`src/rtl/debounce_timer_arbiter.sv`:
```
// Debounces NKEYS switch inputs with a single shared TW-bit timer.
// A round-robin arbiter lends the timer to one key at a time. A key requests
// the timer when its synchronised input differs from its debounced level.
//
// Ports
//   clk          system clock, rising edge
//   rst          synchronous reset, active-high
//   sw           raw asynchronous switch inputs
//   db_level     debounced level per key (registered)
//   db_tick      one-cycle pulse on a 0->1 debounced transition
//   db_rel_tick  one-cycle pulse on a 1->0 debounced transition
//   timer_busy   shared timer currently granted
//   timer_owner  index of the key holding the timer (valid when timer_busy)
module debounce_timer_arbiter #(
  parameter int unsigned NKEYS = 4,
  parameter int unsigned TW    = 19,
  localparam int unsigned OW   = $clog2(NKEYS)
) (
  input  logic             clk,
  input  logic             rst,
  input  logic [NKEYS-1:0] sw,
  output logic [NKEYS-1:0] db_level,
  output logic [NKEYS-1:0] db_tick,
  output logic [NKEYS-1:0] db_rel_tick,
  output logic             timer_busy,
  output logic [OW-1:0]    timer_owner
);

  typedef enum logic {StIdle, StBusy} state_e;

  logic [NKEYS-1:0] sync1_q, sync1_d;
  logic [NKEYS-1:0] sync2_q, sync2_d;
  logic [NKEYS-1:0] level_q, level_d;
  logic [NKEYS-1:0] tick_q, tick_d;
  logic [NKEYS-1:0] rel_q, rel_d;
  logic [TW-1:0]    timer_q, timer_d;
  state_e           state_q, state_d;
  logic [OW-1:0]    owner_q, owner_d;
  logic [OW-1:0]    ptr_q, ptr_d;

  logic [NKEYS-1:0] mismatch;
  logic             req_found;
  logic [OW-1:0]    req_idx;
  logic [OW-1:0]    req_next;
  logic [OW-1:0]    cand_idx;
  int unsigned      cand;

  assign mismatch = sync2_q ^ level_q;

  // Round-robin search: first requesting key at or above ptr, wrapping.
  always_comb begin
    req_found = 1'b0;
    req_idx   = '0;
    req_next  = '0;
    cand      = 0;
    cand_idx  = '0;
    for (int unsigned k = 0; k < NKEYS; k++) begin
      cand     = (32'(ptr_q) + k) % NKEYS;
      cand_idx = OW'(cand);
      if (!req_found && mismatch[cand_idx]) begin
        req_found = 1'b1;
        req_idx   = cand_idx;
        req_next  = OW'((cand + 1) % NKEYS);
      end
    end
  end

  always_comb begin
    sync1_d = sw;
    sync2_d = sync1_q;
    level_d = level_q;
    tick_d  = '0;
    rel_d   = '0;
    timer_d = timer_q;
    state_d = state_q;
    owner_d = owner_q;
    ptr_d   = ptr_q;
    unique case (state_q)
      StIdle: begin
        if (req_found) begin
          timer_d = '0;
          owner_d = req_idx;
          ptr_d   = req_next;
          state_d = StBusy;
        end
      end
      StBusy: begin
        if (!mismatch[owner_q]) begin
          // Input reverted before the timer expired: drop the grant.
          state_d = StIdle;
        end else if (timer_q != '1) begin
          timer_d = timer_q + TW'(1);
        end else begin
          level_d[owner_q] = ~level_q[owner_q];
          if (!level_q[owner_q]) begin
            tick_d[owner_q] = 1'b1;
          end else begin
            rel_d[owner_q] = 1'b1;
          end
          // The release edge never grants; the next owner waits one cycle.
          state_d = StIdle;
        end
      end
      default: state_d = StIdle;
    endcase
  end

  always_ff @(posedge clk) begin
    if (rst) begin
      sync1_q <= '0;
      sync2_q <= '0;
      level_q <= '0;
      tick_q  <= '0;
      rel_q   <= '0;
      timer_q <= '0;
      state_q <= StIdle;
      owner_q <= '0;
      ptr_q   <= '0;
    end else begin
      sync1_q <= sync1_d;
      sync2_q <= sync2_d;
      level_q <= level_d;
      tick_q  <= tick_d;
      rel_q   <= rel_d;
      timer_q <= timer_d;
      state_q <= state_d;
      owner_q <= owner_d;
      ptr_q   <= ptr_d;
    end
  end

  assign db_level    = level_q;
  assign db_tick     = tick_q;
  assign db_rel_tick = rel_q;
  assign timer_busy  = (state_q == StBusy);
  assign timer_owner = owner_q;

endmodule

```
`config.mk`:
```
export PLATFORM = sky130hd
export DESIGN_NAME = debounce_timer_arbiter
export DESIGN_NICKNAME = d
export VERILOG_FILES = /design/src/rtl/debounce_timer_arbiter.sv
export SDC_FILE = /design/constraint.sdc
export NUM_CORES = 1
export LEC_CHECK = 0
export CORE_MARGIN = 3
export CORE_UTILIZATION = 35
export CTS_BUF_LIST = sky130_fd_sc_hd__clkbuf_16
export DETAILED_ROUTE_END_ITERATION = 7
export PLACE_DENSITY_LB_ADDON = 0.08
export SYNTH_ARGS = -nofsm -noshare
export SYNTH_HDL_FRONTEND = slang
export SYNTH_SLANG_ARGS = --single-unit
export TNS_END_PERCENT = 1
```
`constraint.sdc`:
```
create_clock -name clk -period 2.82 [get_ports clk]
set_input_delay 0.564 -clock clk [delete_from_list [all_inputs] [get_ports clk]]
set_output_delay 0.564 -clock clk [all_outputs]
set_load 0.02 [all_outputs]
```
# After elaboration in Yosys (flattened, before gate mapping)

Index checks and enable logic that the tools add are counted.

Mux-type cells: 35
Bitwise gates (word level): 5
$add $sub $neg: 7
Equal/unequal tests: 4
Reductions and logical operators: 12
$lt $le $gt $ge: 6

Operators with widths:

| operator              | number |
|---|---|
| $mux 19               | 3 |
| $pmux 19 s2           | 1 |
| $add 19x1->19 const B | 1 |
| $ne 19x19->1 const B  | 1 |
| $mux 2                | 8 |
| $lt 2x3->1 const B    | 5 |
| $mux 1                | 14 |
| $bmux 1 s2            | 6 |
| $reduce_or 5->1       | 2 |
| $add 2x1->2 const B   | 4 |
| $reduce_and 3->1      | 2 |
| $add 2x2->2 const B   | 2 |
| $bwmux 4              | 1 |
| $logic_and 1x1->1     | 4 |
| $ne 2x1->1 const B    | 2 |
| $not 1->1             | 4 |
| $xor 4x4->4           | 1 |
| $logic_not 1->1       | 3 |
| $demux 1 s2           | 1 |
| $ge 2x1->1 const B    | 1 |
| $ne 2x2->1 const B    | 1 |
| $pmux 1 s2            | 1 |
| $reduce_and 2->1      | 1 |

Word-level logic and storage cells: 78
Input bits: 6
Output and inout bits: 15
Register bits: 44

# Logic depth before layout (Yosys ltp)

Gate-level depths: netlist (run 1).

Word-level depth: 15
Depth in mapped cells: 8
Gate-level depth less buffers: 6

# Worst setup path before layout (run 1)

Ideal clock, no wire load.

Path kind: reg-to-reg
From: register timer_q[0]
To: register level_q[3], in the netlist db_level[3]
Setup slack: 0.535 ns
Cell stages (with the launch flop): 8
Library setup time: 0.070 ns
Clock period less this slack: 2.285 ns
Buffers on the path: 1
Required time: 2.750 ns
Arrival time: 2.214 ns
Cell sequence: dfxtp_1 > ha_1 > nand3_1 > or3_1 > or2_2 > buf_2 > or4_1 > a21oi_1

Word-level cells in the longest chain between the ends: 3

Ends and longest elaborated chain:

| element                    | line | text |
|---|---|---|
| from (decl)                | 36   | `logic [TW-1:0] timer_q, timer_d;` |
| from (signal assigned)     | 125  | `timer_q <= timer_d;` |
| $ne 19x19->1               | 91   | `end else if (timer_q != '1) begin` |
| $not 1->1 (no line)        | n/a  |  |
| $reduce_and 3->1 (no line) | n/a  |  |
| to (signal assigned)       | 122  | `level_q <= level_d;` |
| to (decl)                  | 33   | `logic [NKEYS-1:0] level_q, level_d;` |

No other way between the ends.
A chain may end at the register's enable or synchronous reset.

# Worst setup path after layout (run 1)

Ends and elaborated chain as after synthesis.

==> results of run 1 <==
[cells in the mapped netlist (2+ instances only)]
master,count
a21oi_1,14
a31oi_1,11
a41oi_1,3
and2_1,3
and3_1,3
and4_1,2
buf_1,2
buf_2,3
clkbuf_1,11
dfxtp_1,44
inv_1,6
mux2i_1,2
nand2_1,15
nand2b_1,3
nand3_1,20
nand4_1,5
nand4b_1,5
nor2_1,15
nor2b_1,12
nor3_1,5
o2111ai_1,2
o211ai_1,10
o21ai_0,8
o311ai_0,2
o31ai_1,4
or2_2,2
or3_1,3
or4_1,8
xnor2_1,5
xor2_1,3
[through the flow]
step                setup WS (ns)  total power, mW  cell area (um2)  util (%)  hold slack (ns)
detailed placement          0.480            0.793             2500      41.9            0.425
finish                      0.443             1.44             2660      44.7            0.440
CTS                         0.443             1.45             2660      44.7            0.440
global route                0.248             1.50             2660      44.7            0.463
floorplan                   0.535            0.747             2170         -            0.414
global placement            0.507            0.796             2500      41.9            0.419
[layer usage]
metal	vias to the layer above	share of wire, %	global-route usage (%)
li1	1011	-	-
met1	924	50	22.7
met2	61	44	22.9
met3	4	5.7	2.94
met4	0	0.77	6.04
met5	-	0	0
[cells by family after synthesis]
kind of cell             synth area share (%)
buffers and inverters                    4.67
multiplexers                             3.17
adder cells (fa/ha/maj)                 0.576
XOR/XNOR                                 3.23
AND/OR/NAND/NOR                          26.9
flip-flops                               40.6
AO/OA/AOI/OAI                            20.9
[worst paths after layout]
| check | depth (start not counted) | endpoint | startpoint |
|---|---|---|---|
| worst max-delay path | 6 | db_level[3] | timer_q[0] |
| worst min-delay path | 1 | sync2_q[3] | sync1_q[3] |
| worst max register to register | 6 | db_level[3] | timer_q[0] |
| worst min register to register | 1 | sync2_q[3] | sync1_q[3] |
[report_power, final]
group	total (mW)	internal (mW)	switching [mW]	leakage (nW)
Clock	0.656	0.416	0.240	0.0798
Sequential	0.654	0.634	0.0205	0.357
Combinational	0.127	0.0509	0.0759	0.438
[sequential cells by signal, indices dropped and copies added, names as in the netlist]
name         cells
sync1_q          4
db_rel_tick      4
timer_owner      2
sync2_q          4
timer_q         19
db_level         4
db_tick          4
ptr_q            2
timer_busy       1
[layout make-up]
type                       instances  area [um2]
sequential                        44         881
inverter                           7        26.3
multi-input combinational        185        1190
tap                               75        93.8
clock buffer                       5         125
fill                             589        3290
clock inverter                     3        42.5
timing repair buffer              34         305
==> out/results.tsv, run 1 <==
metric	value	unit
status	finished clean	
die_w	84.8	um
powerDensity	539	nW/um2
final_hold_viol_count	0	
worstPathArrival	2.58	ns
clockBufferDepth	2	
grt_pass1_wl	9030	um
postCtsHoldBufs	0	
insertion_delay	0.28	ns
drv_cap	0	
vias	2000	
ant_nets	0	
path_delay_family	simple AND/OR/NAND/NOR gates	
worst_clock_skew	0.00392	ns
fin_crit	2.38	ns
drt_iter0_drc	207	
antenna_found_initial	0	
routedWlPerCell	15.2	um
finalSetupViolCount	0	
slew_headroom	54.4	%
ios	21	
ys_seq_area_share	40.6	%
finalWeightedCongestion	0.830	
final_cell_mix	dfxtp_1, nand3_1, clkdlybuf4s50_1, nor2_1, nand2_1	
start_util	36.5	%
avgSynthCellArea	8.59	um2
grt_start_max_net_pins	28	
cp-start-kind	flop	
place_hpwl	3680	um
r2r_setup_slack	0.44	ns
synth-main-ff-cell	dfxtp_1	
grt-ovfl-total	0	
ir_drop	0.241	mV
path_buf_inv	0	
synth.area.top_cells	dfxtp_1, nand3_1, nor2b_1	
ys_types	52	
syn_nets	260	
track_usage	15.7	%
io_buffer_count	20	
totalWireLength	5360	um
coreArea	5960	um2
h-tree-depth	2	
clock-root-buffer	clkbuf_16	
postCtsSetupBuffers	0	
cp_max_fo	20	
slew_violations	0	
dp_cells	345	
fmax	0.421	GHz
yosys.area.top_type_share	40.6	%
async_flop_share	0	%
crit_slowest_cell	or4_1	
fin_crit_sh	84.3	%
clock_sinks	44	
dr.pass1.iters	4	
drive_gt1_share	9.35	%
antennaDiodeCount	0	
cts_made_buffers	5	
layout_commonest_cell	dfxtp_1	
slowest_delay	0.54	ns
stdcell_count	353	
area_growth	22.6	%
row_count	28	
die_h	84.8	um
synth_top_area_cell	dfxtp_1	
syn-cell-area	2170	um2
max_slew.worst_pin.slew	0.679	ns
required	3.02	ns
rsz0062_at_grt	false	
grt_pass1_vias	1787	
end_kind	flop	
nets	284	
synth_edf_count	0	
yosys_warnings	0	
tns	0	ns
hold_class	reg -> reg	
via_per_inst	5.67	
dieArea	7190	um2
clkTransAtPathRegs	0.06	ns
crit_type	reg -> reg	
cts_tree	built	
path_cells	ha_1 > nand3_1 > or3_1 > or2_2 > or4_1 > a21oi_1	
p_leak	0.875	nW
synth_seq_cells	44	
synth_cells	253	
drc_errors	0	
ctsResizeCount	0	
Note: power is estimated with default switching activity, not from simulation.
==> inputs of run 2 (changes only) <==
==> constraint.sdc (replaced) <==
create_clock -name clk -period 2.3 [get_ports clk]
set_input_delay 0.46 -clock clk [delete_from_list [all_inputs] [get_ports clk]]
set_output_delay 0.46 -clock clk [all_outputs]
set_load 0.02 [all_outputs]
==> run 2 against run 1 <==
Net effect: total power grew 15%; global-route usage grew 0.63 points; die area stayed put; sequential share of layout area down 0.64 points; cell area rose by 2.1%; register-to-register slack got worse by 0.36 ns; combinational power grew 37%; critical endpoint is now db_level[1]; highest routed layer unchanged.
==> out/results.tsv, run 2 (synthesis gave the netlist of run 1 again) <==
metric	value	unit	change
r2r_setup_slack	0.08	ns	-0.36 ns
min_to	sync2_q[2]		
routedWlPerCell	15.1	um	-0.23%
grt_use_met3	3.53	%	+0.59 points
timing.rr.start	timer_q[0]		
ios	21		unchanged
dieArea	7190	um2	unchanged
p_int	1.24	mW	+13%
die_h	84.8	um	unchanged
status	finished clean		
hold_class	reg -> reg		
stdcell_count	364		+3.1%
cp_max_fo	10		-50%
clock_sinks	44		unchanged
finish.instance_area	2720	um2	+2.1%
postCtsSetupBuffers	0		unchanged
use_met2	24.1	%	+1.1 points
slew_headroom	64.2	%	+9.8 points
insertion_delay	0.28	ns	about the same
hp-start	sync1_q[2]		
antennaDiodeCount	0		unchanged
end_kind	flop		
totalWireLength	5510	um	+2.9%
power_frac_comb	10.5	%	+1.7 points
dp_cells	356		+3.2%
start_util	36.5	%	unchanged
final_cell_mix	dfxtp_1, buf_4, nand3_1, clkdlybuf4s50_1		
p_sw_share	24.7	%	+1.3 points
track_usage	16.3	%	+0.63 points
drc_errors	0		unchanged
grt-ovfl-total	0		unchanged
slew_violations	0		unchanged
finalSetupViolCount	0		unchanged
clock-root-buffer	clkbuf_16		
p_clk_share	41.3	%	-4.3 points
drt_iter0_drc	149		-28%
io_buffer_count	20		unchanged
final_hold_viol_count	0		unchanged
worst_clock_skew	0.00425	ns	+0.000324 ns
rsz0062_at_grt	true		
powerDensity	606	nW/um2	+12%
place_hpwl	4000	um	+8.5%
ant_nets	0		unchanged
h-tree-depth	2		unchanged
drv_cap	0		unchanged
finalWeightedCongestion	0.839		+1.1%
fin_crit_sh	96.5	%	+12 points
top_register	timer_q		
required	2.51	ns	-0.51 ns
cts_made_buffers	5		unchanged
grt_start_max_net_pins	21		-25%
clkTransAtPathRegs	0.06	ns	about the same
clockBufferDepth	2		unchanged
largest_reg_flops	19		unchanged
antenna_found_initial	0		unchanged
ir_drop	0.294	mV	+22%
p_leak	0.922	nW	+5.4%
grt_use_met1	23.7	%	+0.97 points
area_growth	25.2	%	
p_seq_share	48.2	%	+2.7 points
dpl_cell_area	2580	um2	+3.3%
drive_gt1_share	12.1	%	+2.8 points
grt_pass1_wl	9480	um	+5.0%
dr.pass1.iters	4		unchanged
crit_type	reg -> reg		
coreArea	5960	um2	unchanged
nets	295		+3.9%
switching_power	0.407	mW	+21%
reg2reg_to	db_level[1]		
fmax	0.451	GHz	+7.1%
cts_tree	built		
cp-start-kind	flop		
via_per_inst	5.54		-2.2%
fin_crit	2.22	ns	-0.158 ns
die_w	84.8	um	unchanged
max_slew.worst_pin.slew	0.535	ns	-0.144 ns
grt_pass1_vias	1896		+6.1%
vias	2016		+0.80%
min_path_cells	1		unchanged
rr_worst_depth	6		unchanged
fill_cells	613		+4.1%
busiest_layer	met2		
worstPathArrival	2.43	ns	-0.15 ns
row_count	28		unchanged
postCtsHoldBufs	0		unchanged
layout_commonest_cell	dfxtp_1		
## run 2: cell type report
cell class	instances	area [um2]	share of cell area [%]
multi-input cells	185	1190	43.7
flip-flops and latches	44	882	32.4
repair buffers	45	392	14.4
clock buffers	5	125	4.60
well taps	75	93.8	3.45
inverters	7	26.3	0.966
clock inverters	3	11.3	0.414
## run 2: repair_timing
item / 4_1_cts / 5_1_grt
resized for setup: 0 / 2
endpoints found under the hold margin: 0 / 0
setup endpoints to repair: 0 / 11
## run 2: power by group through the flow
stage                     Sequential, mW  Clock [mW]  Combinational, mW
after floorplan                    0.806           0              0.110
after global placement             0.812           0              0.177
after detailed placement           0.811           0              0.175
after CTS                          0.794       0.695              0.175
after global routing               0.796       0.726              0.196
final                              0.794       0.681              0.174
## run 2: per-layer routing
metal,up-vias,part of all wire [%]
met5,-,0
met4,0,0.96
met3,4,4.3
met2,49,44
met1,938,51
li1,1025,-
## run 2: through the flow
stage                     utilization [%]  hold WS, ns  setup slack (ns)  total power [mW]  setup TNS (ns)
after floorplan                         -        0.414            0.0153             0.916               0
after global placement               43.3        0.419             0.111             0.988               0
after detailed placement             43.3        0.427            0.0884             0.986               0
after CTS                            45.6        0.440            0.0767              1.66               0
after global routing                 45.7        0.445           -0.0471              1.72         -0.0771
final                                45.7        0.438            0.0812              1.65               0
## run 2: worst max-delay path by stage
| stage | startpoint | end | slack, ns | depth (start not counted) |
|---|---|---|---|---|
| 2_1_floorplan | timer_q[0] | db_level[3] | 0.02 | 7 |
| 3_3_place_gp | sync2_q[2] | timer_q[15] | 0.11 | 6 |
| 3_5_place_dp | timer_q[0] | db_level[1] | 0.09 | 6 |
| 4_1_cts | timer_q[0] | db_level[1] | 0.08 | 6 |
| 5_1_grt | timer_q[0] | db_level[1] | -0.05 | 6 |
| 6_report | timer_q[0] | db_level[1] | 0.08 | 6 |
## run 2: critical path, stage by stage (launching register included)
cell	delay, ns
dfxtp_1	0.39
ha_1	0.22
nand3_1	0.10
or3_1	0.37
or2_2	0.40
or4_1	0.52
a21oi_1	0.14
==> inputs of run 3 (changes only) <==
--- a/config.mk
+++ b/config.mk
@@ -8,6 +8,7 @@
 export CORE_MARGIN = 3
 export CORE_UTILIZATION = 35
 export CTS_BUF_LIST = sky130_fd_sc_hd__clkbuf_16
+export CTS_CLUSTER_SIZE = 25
 export DETAILED_ROUTE_END_ITERATION = 7
 export PLACE_DENSITY_LB_ADDON = 0.08
 export SYNTH_ARGS = -nofsm -noshare
==> constraint.sdc (replaced) <==
create_clock -name clk -period 2.3 [get_ports clk]
set_input_delay 0.345 -clock clk [delete_from_list [all_inputs] [get_ports clk]]
set_output_delay 0.345 -clock clk [all_outputs]
set_load 0.02 [all_outputs]
==> run 3 against run 2 <==
Net effect: maximum frequency up 3.5%; global-route usage grew 0.16 points; core utilization up 0.21 points; wire length shrank 1.1%; register-to-register slack improved by 0.07 ns; cell count fell by 0.27%; sequential share of layout area is 0.19 points lower; largest cell class unchanged; clock skew about the same.
==> out/results.tsv, run 3 (synthesis gave the netlist of run 1 again) <==
metric	value	unit	change
r2r_setup_slack	0.16	ns	+0.07 ns
ant_nets	0		unchanged
grt_start_max_net_pins	28		+33%
rsz0062_at_grt	false		
powerDensity	597	nW/um2	-1.6%
largest_reg_flops	19		unchanged
final_hold_viol_count	0		unchanged
fill_cells	611		-0.33%
crit_end	timer_q[15]		
cp-start-kind	flop		
clockBufferDepth	2		unchanged
die_h	84.8	um	unchanged
final_cell_mix	dfxtp_1, buf_4, nand3_1, clkdlybuf4s50_1, nand2_1		
ir_drop	0.359	mV	+22%
area_growth	25.8	%	
drt_iter0_drc	93		-38%
grt_pass1_vias	1840		-3.0%
start_util	36.5	%	unchanged
drc_errors	0		unchanged
status	finished clean		
finalWeightedCongestion	0.813		-3.1%
required	2.50	ns	about the same
slew_headroom	62.9	%	-1.3 points
hold_class	reg -> reg		
cts_tree	built		
routedWlPerCell	15.0	um	-0.83%
top_register	timer_q		
fmax	0.466	GHz	+3.5%
p_leak	0.921	nW	-0.14%
row_count	28		unchanged
track_usage	16.5	%	+0.16 points
finalSetupViolCount	0		unchanged
clkTransAtPathRegs	0.06	ns	about the same
layout_commonest_cell	dfxtp_1		
tns	0	ns	unchanged
h-tree-depth	2		unchanged
drive_gt1_share	12.2	%	+0.042 points
fin_crit	2.14	ns	-0.0745 ns
end_kind	flop		
cp_max_fo	27		+17
stdcell_count	363		-0.27%
rr_worst_depth	6		unchanged
worstPathArrival	2.35	ns	-0.08 ns
fin_crit_sh	93.2	%	-3.2 points
postCtsHoldBufs	0		unchanged
insertion_delay	0.28	ns	about the same
timing.rr.start	db_level[3]		
antennaDiodeCount	0		unchanged
grt_pass1_wl	9540	um	+0.65%
coreArea	5960	um2	unchanged
slew_violations	0		unchanged
totalWireLength	5450	um	-1.1%
dieArea	7190	um2	unchanged
io_buffer_count	20		unchanged
ios	21		unchanged
cts_made_buffers	5		unchanged
reg2reg_to	timer_q[15]		
dp_cells	356		unchanged
grt-ovfl-total	0		unchanged
drv_cap	0		unchanged
clock_sinks	44		unchanged
via_per_inst	5.56		+0.33%
place_hpwl	4040	um	+1.2%
worst_clock_skew	0.00412	ns	-0.000132 ns
die_w	84.8	um	unchanged
dr.pass1.iters	4		unchanged
crit_path_start	db_level[3]		
max_slew.worst_pin.slew	0.555	ns	+0.0200 ns
vias	2017		+0.050%
clock-root-buffer	clkbuf_16		
crit_type	reg -> reg		
antenna_found_initial	0		unchanged
nets	295		unchanged
-- run 3: final cells by class --
class	count	area (um2)	share of cell area, %
multi-input combinational	185	1190	43.7
sequential	44	881	32.2
timing repair buffer	45	404	14.8
clock buffer	5	125	4.58
tap	75	93.8	3.43
inverter	7	26.3	0.962
clock inverter	2	7.51	0.275
-- run 3: worst min-delay path by stage --
stage / from / to / slack (ns) / cells past startpoint
after floorplan: sync1_q[0] / sync2_q[0] / 0.41 / 1
after global placement: sync1_q[1] / sync2_q[1] / 0.42 / 1
after detailed placement: sync1_q[3] / sync2_q[3] / 0.43 / 1
after CTS: sync1_q[3] / sync2_q[3] / 0.45 / 1
after global routing: sync1_q[0] / sync2_q[0] / 0.46 / 1
final: sync1_q[2] / sync2_q[2] / 0.44 / 1
-- run 3: report_power, final --
group          switching [mW]  internal (mW)  total (mW)
Clock                   0.272          0.389       0.660
Sequential             0.0152          0.777       0.793
Combinational           0.103         0.0749       0.177
-- run 3: critical path, cell delays in order, from the launching register on --
cell and delay [ns]:
dfxtp_1 0.33, xnor2_1 0.15, mux4_2 0.50, or2_0 0.26, buf_12 0.18, or4_1 0.47, a31oi_1 0.18
-- run 3: through the flow --
step	power, mW	instance area [um2]	hold WS [ns]	utilization (%)	setup slack, ns
after floorplan	0.916	2170	0.414	-	0.0153
after global placement	0.988	2590	0.420	43.5	0.138
after detailed placement	0.987	2590	0.432	43.5	0.110
after CTS	1.65	2720	0.446	45.7	0.0772
after global routing	1.71	2730	0.463	45.9	0.0255
final	1.63	2730	0.442	45.9	0.156
-- run 3: metal layers --
metal / GRT usage (%) / routed length, um
met2: 25.6 / 2420
met4: 3.88 / 38
met3: 3.04 / 249
met1: 23.6 / 2740
met5: 0 / 0
-- run 3: repair_timing --
item,CTS,global route
buffers inserted,0,0
setup endpoints to repair,0,4
gates resized for setup,0,3
